--- config.mk ---
export PLATFORM = sky130hd
export DESIGN_NAME = pipe_hazard_ctrl
export DESIGN_NICKNAME = d
export VERILOG_FILES = /design/src/rtl/pipe_pkg.sv /design/src/rtl/hazard_detect.sv /design/src/rtl/pipe_hazard_ctrl.sv
export SDC_FILE = /design/constraint.sdc
export NUM_CORES = 1
export LEC_CHECK = 0
export CAP_MARGIN = 10
export CORE_MARGIN = 2
export CORE_UTILIZATION = 35
export DETAILED_ROUTE_END_ITERATION = 6
export PLACE_DENSITY = 0.65
export REMOVE_ABC_BUFFERS = 1
export SLEW_MARGIN = 20
export SYNTH_ARGS = -nofsm -noshare
export SYNTH_HDL_FRONTEND = slang
export SYNTH_SLANG_ARGS = --single-unit
--- constraint.sdc ---
create_clock -name clk -period 3 [get_ports clk]
set_clock_uncertainty 0.15 [all_clocks]
set_input_delay 0.75 -clock clk [delete_from_list [all_inputs] [get_ports clk]]
set_output_delay 0.75 -clock clk [all_outputs]
set_load 0.02 [all_outputs]
--- src/rtl/pipe_pkg.sv ---
// Shared types for the pipeline sequencer: FSM encoding, register index width,
// and the per-stage register control bundle with its canonical settings.
package pipe_pkg;

    localparam int REG_W           = 4;
    localparam int MEM_TIMEOUT_DEF = 64;

    typedef enum logic [1:0] {
        RUN      = 2'd0,
        MEM_WAIT = 2'd1,
        ERROR    = 2'd2
    } state_e;

    typedef struct packed {
        logic pc_en;
        logic if_en;
        logic if_clr;
        logic id_en;
        logic id_clr;
        logic exe_en;
        logic mem_en;
    } ctrl_t;

    localparam ctrl_t CTRL_FREEZE = '0;
    localparam ctrl_t CTRL_RUN    = '{pc_en: 1'b1, if_en: 1'b1, if_clr: 1'b0, id_en: 1'b1,
                                      id_clr: 1'b0, exe_en: 1'b1, mem_en: 1'b1};
    localparam ctrl_t CTRL_FLUSH  = '{pc_en: 1'b1, if_en: 1'b1, if_clr: 1'b1, id_en: 1'b1,
                                      id_clr: 1'b1, exe_en: 1'b1, mem_en: 1'b1};
    // Hold PC and IF/ID, inject a bubble into ID/EX, let older stages drain.
    localparam ctrl_t CTRL_BUBBLE = '{pc_en: 1'b0, if_en: 1'b0, if_clr: 1'b0, id_en: 1'b1,
                                      id_clr: 1'b1, exe_en: 1'b1, mem_en: 1'b1};

endpackage

--- src/rtl/hazard_detect.sv ---
// RAW hazard detection for the instruction in ID, purely combinational (0 cycles).
// PIPE_FWD_EN defined: only load-use against EXE stalls; otherwise any EXE/MEM match stalls.
module hazard_detect
    import pipe_pkg::*;
(
    input  logic [REG_W-1:0] id_src1,
    input  logic [REG_W-1:0] id_src2,
    input  logic             id_use_src1,
    input  logic             id_two_src,
    input  logic [REG_W-1:0] exe_dest,
    input  logic             exe_wb_en,
    input  logic             exe_mem_r_en,
    input  logic [REG_W-1:0] mem_dest,
    input  logic             mem_wb_en,
    output logic             hazard
);

    logic exe_h;
    logic mem_h;

    always_comb begin
        exe_h = exe_wb_en && ((id_use_src1 && (id_src1 == exe_dest)) ||
                              (id_two_src  && (id_src2 == exe_dest)));
        mem_h = mem_wb_en && ((id_use_src1 && (id_src1 == mem_dest)) ||
                              (id_two_src  && (id_src2 == mem_dest)));
    end

`ifdef PIPE_FWD_EN
    // Forwarding covers everything except a load result still in flight.
    assign hazard = exe_h && exe_mem_r_en;
    logic unused_mem_h;
    assign unused_mem_h = mem_h;
`else
    assign hazard = exe_h || mem_h;
    logic unused_load;
    assign unused_load = exe_mem_r_en;
`endif

endmodule

--- src/rtl/pipe_hazard_ctrl.sv ---
// Pipeline sequencer: Mealy stage enables/clears from hazards, branch flushes and SRAM waits.
// Watchdog traps to ERROR after MEM_TIMEOUT frozen cycles; saturating stall/flush counters.
module pipe_hazard_ctrl
    import pipe_pkg::*;
#(
    parameter int MEM_TIMEOUT = MEM_TIMEOUT_DEF,
    parameter int CNT_W       = 16
) (
    input  logic             clk,
    input  logic             rst,
    input  logic [REG_W-1:0] id_src1,
    input  logic [REG_W-1:0] id_src2,
    input  logic             id_use_src1,
    input  logic             id_two_src,
    input  logic [REG_W-1:0] exe_dest,
    input  logic             exe_wb_en,
    input  logic             exe_mem_r_en,
    input  logic [REG_W-1:0] mem_dest,
    input  logic             mem_wb_en,
    input  logic             branch_taken,
    input  logic             mem_req,
    input  logic             mem_ready,
    output logic             pc_en,
    output logic             if_reg_en,
    output logic             if_reg_clr,
    output logic             id_reg_en,
    output logic             id_reg_clr,
    output logic             exe_reg_en,
    output logic             mem_reg_en,
    output logic             hazard,
    output logic             mem_err,
    output logic [CNT_W-1:0] stall_cnt,
    output logic [CNT_W-1:0] flush_cnt
);

    localparam int              WAIT_W    = $clog2(MEM_TIMEOUT + 1);
    localparam logic [WAIT_W-1:0] WAIT_LAST = WAIT_W'(MEM_TIMEOUT - 1);
    localparam logic [CNT_W-1:0]  CNT_MAX   = {CNT_W{1'b1}};

    state_e            state_q, state_d;
    logic [WAIT_W-1:0] wait_cnt_q, wait_cnt_d;
    logic [CNT_W-1:0]  stall_cnt_q, stall_cnt_d;
    logic [CNT_W-1:0]  flush_cnt_q, flush_cnt_d;
    ctrl_t             ctrl;
    logic              issue;
    logic              stall_inc;
    logic              flush_inc;

    hazard_detect u_hazard_detect (
        .id_src1      (id_src1),
        .id_src2      (id_src2),
        .id_use_src1  (id_use_src1),
        .id_two_src   (id_two_src),
        .exe_dest     (exe_dest),
        .exe_wb_en    (exe_wb_en),
        .exe_mem_r_en (exe_mem_r_en),
        .mem_dest     (mem_dest),
        .mem_wb_en    (mem_wb_en),
        .hazard       (hazard)
    );

    always_comb begin
        state_d    = state_q;
        wait_cnt_d = wait_cnt_q;
        ctrl       = CTRL_FREEZE;
        issue      = 1'b0;
        stall_inc  = 1'b0;
        flush_inc  = 1'b0;

        case (state_q)
            RUN: begin
                if (mem_req && !mem_ready) begin
                    state_d    = MEM_WAIT;
                    wait_cnt_d = WAIT_W'(1);
                    stall_inc  = 1'b1;
                end else begin
                    issue = 1'b1;
                end
            end
            MEM_WAIT: begin
                if (mem_ready) begin
                    state_d    = RUN;
                    wait_cnt_d = '0;
                    issue      = 1'b1;
                end else begin
                    wait_cnt_d = wait_cnt_q + WAIT_W'(1);
                    stall_inc  = 1'b1;
                    if (wait_cnt_q == WAIT_LAST) begin
                        state_d = ERROR;
                    end
                end
            end
            ERROR: begin
                state_d = ERROR;
            end
            default: begin
                state_d = RUN;
            end
        endcase

        // A branch held in EXE during a freeze is flushed on the release cycle.
        if (issue) begin
            if (branch_taken) begin
                ctrl      = CTRL_FLUSH;
                flush_inc = 1'b1;
            end else if (hazard) begin
                ctrl      = CTRL_BUBBLE;
                stall_inc = 1'b1;
            end else begin
                ctrl = CTRL_RUN;
            end
        end

        if (rst) begin
            ctrl = CTRL_FREEZE;
        end

        stall_cnt_d = (stall_inc && stall_cnt_q != CNT_MAX) ? stall_cnt_q + CNT_W'(1) : stall_cnt_q;
        flush_cnt_d = (flush_inc && flush_cnt_q != CNT_MAX) ? flush_cnt_q + CNT_W'(1) : flush_cnt_q;
    end

    always_ff @(posedge clk) begin
        if (rst) begin
            state_q     <= RUN;
            wait_cnt_q  <= '0;
            stall_cnt_q <= '0;
            flush_cnt_q <= '0;
        end else begin
            state_q     <= state_d;
            wait_cnt_q  <= wait_cnt_d;
            stall_cnt_q <= stall_cnt_d;
            flush_cnt_q <= flush_cnt_d;
        end
    end

    assign pc_en      = ctrl.pc_en;
    assign if_reg_en  = ctrl.if_en;
    assign if_reg_clr = ctrl.if_clr;
    assign id_reg_en  = ctrl.id_en;
    assign id_reg_clr = ctrl.id_clr;
    assign exe_reg_en = ctrl.exe_en;
    assign mem_reg_en = ctrl.mem_en;
    assign mem_err    = (state_q == ERROR);
    assign stall_cnt  = stall_cnt_q;
    assign flush_cnt  = flush_cnt_q;

endmodule

==> flow_metrics.tcl, run 1 <==
set metrics [dict create \
    utilization_pct 52.1 \
    endpoint_kind "output pin" \
    crit_fanout 2 \
    holdPathStages 2 \
    synth_cell_types 40 \
    syn_to_final_growth_pct 42.9 \
    synth_top_flop_cell "dfxtp_1" \
    power.density_nw_per_um2 350 \
    worstMarginPinSlew_ns 0.403 \
    wl_per_cell_um 12.6 \
    io_pins 67 \
    yosys_warnings 0 \
    peakVddDrop_mv 0.210 \
    drt_iter0_markers 107 \
    r2r-start "stall_cnt[4]" \
    async_flop_share_pct 0 \
    r2r_setup_slack_ns 0.84 \
    hpwl_mm 3.96 \
    timing.hold.ws_ns 0.346 \
    grt_max_degree 40 \
    cts_buffers 5 \
    timing.rr.end "stall_cnt[4]" \
    fmax_mhz 313 \
    diodes 0 \
    seq_power_share_pct 51.5 \
    p_leak_nw 1.12 \
    cts_root_buf "clkbuf_8" \
    cts_tree "built" \
    fin_ws_ns -0.194 \
    synthTopCellsByArea "dfxtp_1 (38%), xor2_1 (6.9%), nor2_1 (6.6%)" \
    place.gp.congestion 0.760 \
    routed-via-count 2162 \
    final_layout_size_suffix_gt1_share_pct 16.7 \
    finalHoldViolCount 0 \
    status "finished with violations" \
    track_usage_pct 16.5 \
    dieArea_um2 6850 \
    rsz0062_at_grt "yes" \
    crit_arrival_ns 2.29 \
    rows 28 \
    min_to "wait_cnt_q[6]" \
    vias_per_cell 5.11 \
    synth.yosys.seq_area_share_pct 37.8 \
    fp.dieW_um 82.8 \
    synth_top_area_share_pct 37.8 \
    syn_inst 262 \
    ant_nets 0 \
    hold_class "reg2reg" \
    final_common_cell "dfxtp_1" \
    fin_crit_sh_pct 106 \
    port_buffers 65 \
    grt_pass1_vias 2029 \
    clkSlewWorstSetupHoldPaths_ns 0.07 \
    combPwrFrac_pct 14.9 \
    synth_edf_count 0 \
    worst_setup_path_start_kind "input pin" \
    power.switching_mw 0.270 \
    drt-total-wl_mm 5.35 \
    max_slew_margin_pct 73.1 \
    swShare_pct 24.9 \
    worstPathRequired_ns 2.10 \
    path_class "in2out" \
    drc 0 \
    violations "negative setup slack" \
    netlist_area_um2 2170 \
    drv_cap 0 \
    synth_top_area_cell "dfxtp_1" \
    finalSetupViolCount 2 \
    htree_levels 2 \
    min_from "wait_cnt_q[6]" \
    die_h_um 82.8 \
    cts.sinks 41 \
    cts_buffer_depth 2 \
    post-route-min-period_ns 3.19 \
    start_util_pct 36.5 \
    cell_internal_pwr_mw 0.817 \
    avgSynthCellArea_um2 8.29 \
    fillerInstances 626 \
    nets 377 \
    p_clk_share_pct 33.6 \
    ff2ff_path_depth 7 \
    grt-ovfl-total 0 \
    layout_common_cells "dfxtp_1 (41), clkdlybuf4s50_1 (39), nor2_1 (37)" \
    drv_slew 0 \
    grt_pass1_wl_mm 8.80 \
    core-area_um2 5960 \
    antenna_found_initial 0 \
    clk_latency_ns 0.29 \
    drtPass1Iterations 4 \
    synth-seq-cells 41 \
]
[critical path, stage by stage]
cell and delay, ns:
buf_6 0.09, a222oi_1 0.31, or4b_4 0.53, a41oi_4 0.23, and2b_2 0.26, buf_6 0.13
[stage by stage]
stage          total power [mW]  cell area (µm²)  TNS (ns)  instances  setup WS, ns
3_5_place_dp              0.741             3030    -10.04        415        -0.964
5_1_grt                    1.14             3100    -0.467        423        -0.235
4_1_cts                    1.10             3100    -0.279        423        -0.139
3_3_place_gp              0.740             3030     -9.26        415        -0.931
2_1_floorplan             0.637             2120     -3.02        253        -0.668
6_report                   1.09             3100    -0.388        423        -0.194
[timing repair]
| action | 4_1_cts | 5_1_grt |
|---|---|---|
| setup buffers | 1 | 0 |
| pin swaps | 8 | 4 |
| hold buffers | 0 | 0 |
| endpoints found under the hold margin | 0 | 0 |
| resized for setup | 74 | 8 |
| setup endpoints to repair | 18 | 11 |
[layer usage]
| metal | share of wire (%) | up-vias | GRT usage [%] | routed length, µm |
|---|---|---|---|---|
| li1 | - | 1101 | - | - |
| met1 | 46 | 999 | 20.6 | 2450 |
| met2 | 46 | 55 | 27.9 | 2450 |
| met3 | 6.9 | 7 | 4.22 | 371 |
| met4 | 1.3 | 0 | 5.41 | 72 |
| met5 | 0 | - | 0 | 0 |
[final cells by class]
cell class	count	area [µm²]	share of cell area (%)
multi-input combinational	203	1280	41.2
sequential	41	821	26.5
timing repair buffer	88	790	25.4
tap	75	93.8	3.02
clock buffer	7	86.3	2.78
inverter	9	33.8	1.09
[synthesized netlist by cell type (2+ instances only)]
library cell  count
a21oi_1          18
and3_1            5
and4_1            3
buf_4             3
clkbuf_1          5
dfxtp_1          41
ha_1              3
inv_1             9
mux2i_1           3
nand2_1          12
nand3_1          14
nand4_1          13
nor2_1           38
nor2b_1           3
nor3_1            7
o2111ai_1         2
o211ai_1          2
o21ai_0          16
o21bai_1          2
o31ai_1           2
or3_1            12
or4_1             2
xnor2_1          14
xor2_1           17
[logic make-up after synthesis]
kind of cell	share of synthesized area [%]
AOI/OAI and AO/OA	15.0
xor gates and xnor gates	12.5
buffers and inverters	3.97
adders and majority gates	1.73
and+or+nand+nor	27.1
muxes	1.90
DFF	37.8
[power by group through the flow]
stage	clock network, mW	registers [mW]	logic [mW]
finish	0.365	0.560	0.162
global route	0.399	0.561	0.177
CTS	0.381	0.560	0.162
detailed placement	0	0.573	0.169
global placement	0	0.573	0.167
floorplan	0	0.578	0.0598
[flip-flops by register name, indices dropped and copies added, names as in the netlist]
register	count
flush_cnt	16
stall_cnt	16
state_q	2
wait_cnt_q	7
[worst max-delay path by stage]
stage                     cells past startpoint  slack [ns]   endpoint   startpoint
after global placement                        7       -0.93      pc_en  exe_dest[0]
after detailed placement                      7       -0.96  if_reg_en  exe_dest[0]
after global routing                          6       -0.23  if_reg_en   id_src1[0]
after CTS                                     7       -0.14  if_reg_en  exe_dest[0]
final                                         6       -0.19      pc_en   id_src1[0]
after floorplan                               4       -0.67  if_reg_en      mem_req
No activity file was read; power rests on OpenSTA's default activity.
==> run 2, diff against run 1 <==
CORE_MARGIN = 3   (was 2)
GPL_ROUTABILITY_DRIVEN = 0   (was default)
==> run 2 against run 1 <==
  * The run still ends with negative setup slack left
  * Final cell count unchanged
  * Global-route usage down 1.7 points
  * Die area up 4.9%
  * Core utilization about the same
  * Via count down 0.23%
  * Sequential share of layout area about the same
  * Non-clock buffer count down 1
  * Critical path depth unchanged
  * Register-to-register slack better by 0.04 ns
  * Sequential cell count unchanged
==> flow_metrics.tcl, run 2 (same netlist as run 1, synthesis figures left out) <==
set metrics [dict create \
    p_total_mw 1.10 \
    cp_top_family "simple AND/OR/NAND/NOR gates" \
    peakVddDrop_mv 0.243 \
    htree_levels 2 \
    crit_slowest_cell "or4b_4" \
    track_usage_pct 14.8 \
    post-route-min-period_ns 3.15 \
    worstPathRequired_ns 2.10 \
    max_slew_margin_pct 73.5 \
    rsz0062_at_grt "yes" \
    diodes 0 \
    dp_slack_ns -1.00 \
    drv_cap 0 \
    clkSlewWorstSetupHoldPaths_ns 0.08 \
    routed-via-count 2157 \
    die_h_um 84.8 \
    io_pins 67 \
    drv_slew 0 \
    antenna_found_initial 0 \
    layout_common_cells "dfxtp_1 (41), clkdlybuf4s50_1 (39), nor2_1 (37)" \
    rows 28 \
    crit_buf_inv 2 \
    fillerInstances 578 \
    violations "negative setup slack" \
    fin_crit_sh_pct 105 \
    hpwl_mm 3.99 \
    cts_root_buf "clkbuf_8" \
    dieArea_um2 7190 \
    wl_per_cell_um 12.5 \
    core-area_um2 5960 \
    drc 0 \
    final_layout_size_suffix_gt1_share_pct 16.4 \
    grt_pass1_vias 2039 \
    grt-ovfl-total 0 \
    endpoint_kind "output pin" \
    worst_setup_path_start_kind "input pin" \
    fin_ws_ns -0.153 \
    finalSetupViolCount 3 \
    p_leak_nw 1.14 \
    hold_class "reg2reg" \
    dpl_cell_area_um2 3010 \
    final_area_um2 3110 \
    cts_buffers 5 \
    vias_per_cell 5.10 \
    crit_arrival_ns 2.25 \
    cts.sinks 41 \
    finalHoldViolCount 0 \
    cts_hold_buf 0 \
    worstMarginPinSlew_ns 0.397 \
    nets 376 \
    path_class "in2out" \
    final_common_cell "dfxtp_1" \
    crit_fanout 2 \
    slowest_delay_ns 0.52 \
    start_util_pct 36.5 \
    fp.dieW_um 84.8 \
    drtPass1Iterations 4 \
    clk_latency_ns 0.30 \
    crit_chain "dlygate4sd2_1, xor2_1, or4b_4, a41oi_4, and2b_2, buf_6" \
    power.density_nw_per_um2 355 \
    status "finished with violations" \
    syn_to_final_growth_pct 43.0 \
    fmax_mhz 317 \
    drt_iter0_markers 85 \
    grt_max_degree 40 \
    port_buffers 65 \
    grt_pass1_wl_mm 8.85 \
    cts_buffer_depth 2 \
    ant_nets 0 \
    drt-total-wl_mm 5.28 \
    cts_tree "built" \
]
==> run 2: cell types whose count changed in the layout (fill, tap and decap cells not counted) <==
| cell | previous run | this run |
|---|---|---|
| buf_4 | 24 | 22 |
| clkdlybuf4s15_2 | 4 | 2 |
| dlymetal6s2s_1 | 0 | 2 |
| buf_2 | 4 | 5 |
| clkbuf_1 | 1 | 0 |
| clkinv_2 | 0 | 1 |
| clkinv_4 | 0 | 1 |
==> run 2: cell type report <==
type	count	area (µm²)	area share (%)
clock buffers	6	82.6	2.66
clock inverters	2	13.8	0.443
inverters	9	33.8	1.09
multi-input cells	203	1280	41.2
flip-flops and latches	41	821	26.4
well taps	75	93.8	3.02
repair buffers	87	782	25.2
==> run 2: path summary, 6_finish.rpt <==
kind	start	end	slack (ns)	depth (start not counted)
max	exe_dest[3]	if_reg_en	-0.15	6
min	wait_cnt_q[6]	wait_cnt_q[6]	0.35	2
max reg2reg	stall_cnt[4]	stall_cnt[4]	0.88	7
min reg2reg	wait_cnt_q[6]	wait_cnt_q[6]	0.35	2
==> run 2: repair_timing <==
item	4_1_cts	5_1_grt
resized for setup	71	7
setup endpoints to repair	19	8
pin swaps	7	3
setup buffers	2	1
==> run 2: worst register-to-register path, stage by stage (launching register included) <==
cell	delay (ns)
dfxtp_1	0.40
and4_1	0.28
nand3_1	0.13
nor4_1	0.39
nor2_1	0.13
o2111ai_2	0.17
nor2_1	0.09
mux2_2	0.27
==> run 2: stage by stage <==
stage | hold WS, ns | setup TNS (ns) | std cells | util (%)
detailed placement | 0.337 | -10.75 | 412 | 50.5
CTS | 0.350 | -0.340 | 422 | 51.9
floorplan | 0.309 | -3.02 | 253 | -
global route | 0.379 | -0.498 | 423 | 52.1
finish | 0.345 | -0.307 | 423 | 52.1
global placement | 0.318 | -9.13 | 412 | 50.5
==> run 2: power by group <==
part	internal (mW)	switching, mW
Combinational	0.0824	0.0782
Clock	0.186	0.195
Sequential	0.551	0.00869
Total	0.820	0.282
==> run 2: layer usage <==
layer  wire [µm]  share of wire, %  track usage, %  vias to the layer above
met5           0                 0               0                        -
met1        2480                47            18.7                      980
met3         373               7.1            4.22                        8
met2        2350                45            24.8                       60
li1            -                 -               -                     1109
met4          73               1.4            3.88                        0
==> run 3, diff against run 2 <==
TNS_END_PERCENT = 20   (was default)
==> run 3 against run 2 <==
  * The run still ends with negative setup slack left
  * Die area unchanged
  * Clock power about the same
  * Critical endpoint unchanged
  * Sequential share of layout area rose by 0.14 points
  * Core utilization is 0.27 points lower
  * Non-clock buffer count is 1 lower
  * Register-to-register slack about the same
  * Setup slack gained 0.00072 ns
  * Sequential cell count did not move
  * Clock-buffer cell count unchanged
  * Hold slack is essentially flat
==> flow_metrics.tcl, run 3 (same netlist as run 1, synthesis figures left out) <==
set metrics [dict create \
    track_usage_pct 14.8 \
    crit_path_frequent_cell "buf_6" \
    htree_levels 2 \
    crit_arrival_ns 2.25 \
    start_util_pct 36.5 \
    drt_iter0_markers 85 \
    drt-total-wl_mm 5.27 \
    slowest_delay_ns 0.53 \
    crit_chain "buf_6, inv_2, a222oi_1, or4b_4, a41oi_4, and2b_2, buf_6" \
    p_leak_nw 1.12 \
    clkSlewWorstSetupHoldPaths_ns 0.08 \
    grt_max_degree 40 \
    final_common_cell "dfxtp_1" \
    peakVddDrop_mv 0.243 \
    grt-ovfl-total 0 \
    status "finished with violations" \
    dpl_cell_area_um2 3010 \
    cts_root_buf "clkbuf_8" \
    violations "negative setup slack" \
    grt_pass1_wl_mm 8.85 \
    hold_class "reg2reg" \
    crit_fanout 2 \
    vias_per_cell 5.10 \
    swShare_pct 25.6 \
    cts_hold_buf 0 \
    dieArea_um2 7190 \
    ant_nets 0 \
    nets 375 \
    combPwrFrac_pct 14.4 \
    endpoint_kind "output pin" \
    worst_setup_path_start_kind "input pin" \
    hpwl_mm 3.99 \
    power.switching_mw 0.282 \
    antenna_found_initial 0 \
    drv_slew 0 \
    seq_power_share_pct 50.9 \
    post-route-min-period_ns 3.15 \
    cts.sinks 41 \
    power.density_nw_per_um2 356 \
    path_class "in2out" \
    finalHoldViolCount 0 \
    cts_buffer_depth 2 \
    drc 0 \
    routed-via-count 2151 \
    fp.dieW_um 84.8 \
    rsz0062_at_grt "yes" \
    layout_common_cells "dfxtp_1 (41), clkdlybuf4s50_1 (40), nor2_1 (37)" \
    worstPathRequired_ns 2.10 \
    clk_latency_ns 0.30 \
    crit_slowest_cell "or4b_4" \
    rows 28 \
    cell_internal_pwr_mw 0.818 \
    worstMarginPinSlew_ns 0.396 \
    fin_ws_ns -0.152 \
    wl_per_cell_um 12.5 \
    cp_top_family "simple AND/OR/NAND/NOR gates" \
    p_clk_share_pct 34.7 \
    cts_buffers 5 \
    timing.hold.ws_ns 0.345 \
    max_slew_margin_pct 73.6 \
    grt_pass1_vias 2039 \
    fmax_mhz 317 \
    crit_buf_inv 3 \
    drtPass1Iterations 4 \
    die_h_um 84.8 \
    final_layout_size_suffix_gt1_share_pct 16.1 \
    fin_crit_sh_pct 105 \
    final_area_um2 3090 \
    io_pins 67 \
    diodes 0 \
    cts_tree "built" \
    core-area_um2 5960 \
    fillerInstances 578 \
    drv_cap 0 \
    syn_to_final_growth_pct 42.2 \
    finalSetupViolCount 3 \
    port_buffers 65 \
]
-- run 3: cell count changes in the layout (fill, tap and decap cells not counted), sizes merged --
cell           delta
buf               -1
clkbuf            +1
clkdlybuf4s15     -1
clkdlybuf4s50     +1
dlymetal6s2s      -1
-- run 3: metrics by stage --
stage                     total power, mW  utilization, %  std cells  TNS [ns]  setup WS (ns)
final                                1.10            51.9        422    -0.305         -0.152
after global routing                 1.15            51.9        422    -0.513         -0.206
after CTS                            1.12            51.8        422    -0.340         -0.160
after detailed placement            0.739            50.5        412    -10.75          -1.00
after global placement              0.738            50.5        412     -9.13         -0.938
after floorplan                     0.637               -        253     -3.02         -0.668
-- run 3: final cells by class --
type | count | area (µm²) | area share, %
Multi-Input combinational cell | 203 | 1280 | 41.4
Clock inverter | 2 | 13.8 | 0.446
Inverter | 9 | 33.8 | 1.09
Clock buffer | 6 | 82.6 | 2.67
Sequential cell | 41 | 821 | 26.6
Timing Repair Buffer | 86 | 766 | 24.8
Tap cell | 75 | 93.8 | 3.04
-- run 3: worst reg2reg max path, stage by stage, from the launching register on --
cell	delay, ns
dfxtp_1	0.40
and4_1	0.28
nand3_1	0.13
nor4_1	0.39
nor2_1	0.13
o2111ai_2	0.17
nor2_1	0.09
mux2_2	0.27
-- run 3: layer usage --
layer / vias to the layer above / share of wire [%] / GRT usage, %
met5: - / 0 / 0
met4: 0 / 1.0 / 3.88
met3: 6 / 7.3 / 4.22
met2: 62 / 45 / 24.8
met1: 976 / 47 / 18.7
li1: 1107 / - / -
-- run 3: path summary, 6_finish.rpt --
| check | start | to | slack (ns) | cells past startpoint |
|---|---|---|---|---|
| max | exe_dest[0] | if_reg_en | -0.15 | 7 |
| min reg2reg | wait_cnt_q[6] | wait_cnt_q[6] | 0.35 | 2 |
| max reg2reg | stall_cnt[4] | stall_cnt[4] | 0.88 | 7 |
| min | wait_cnt_q[6] | wait_cnt_q[6] | 0.35 | 2 |
-- run 3: power groups by stage --
stage / Combinational, mW / Sequential [mW] / Clock, mW
2_1_floorplan: 0.0598 / 0.578 / 0
3_3_place_gp: 0.165 / 0.573 / 0
3_5_place_dp: 0.166 / 0.573 / 0
4_1_cts: 0.160 / 0.560 / 0.397
5_1_grt: 0.173 / 0.562 / 0.416
6_report: 0.159 / 0.560 / 0.382
-- run 3: what timing repair did --
item | 4_1_cts | 5_1_grt
pin swaps | 7 | 2
gates resized for setup | 70 | 7
setup buffers | 2 | 0
endpoints found under the setup margin | 19 | 8
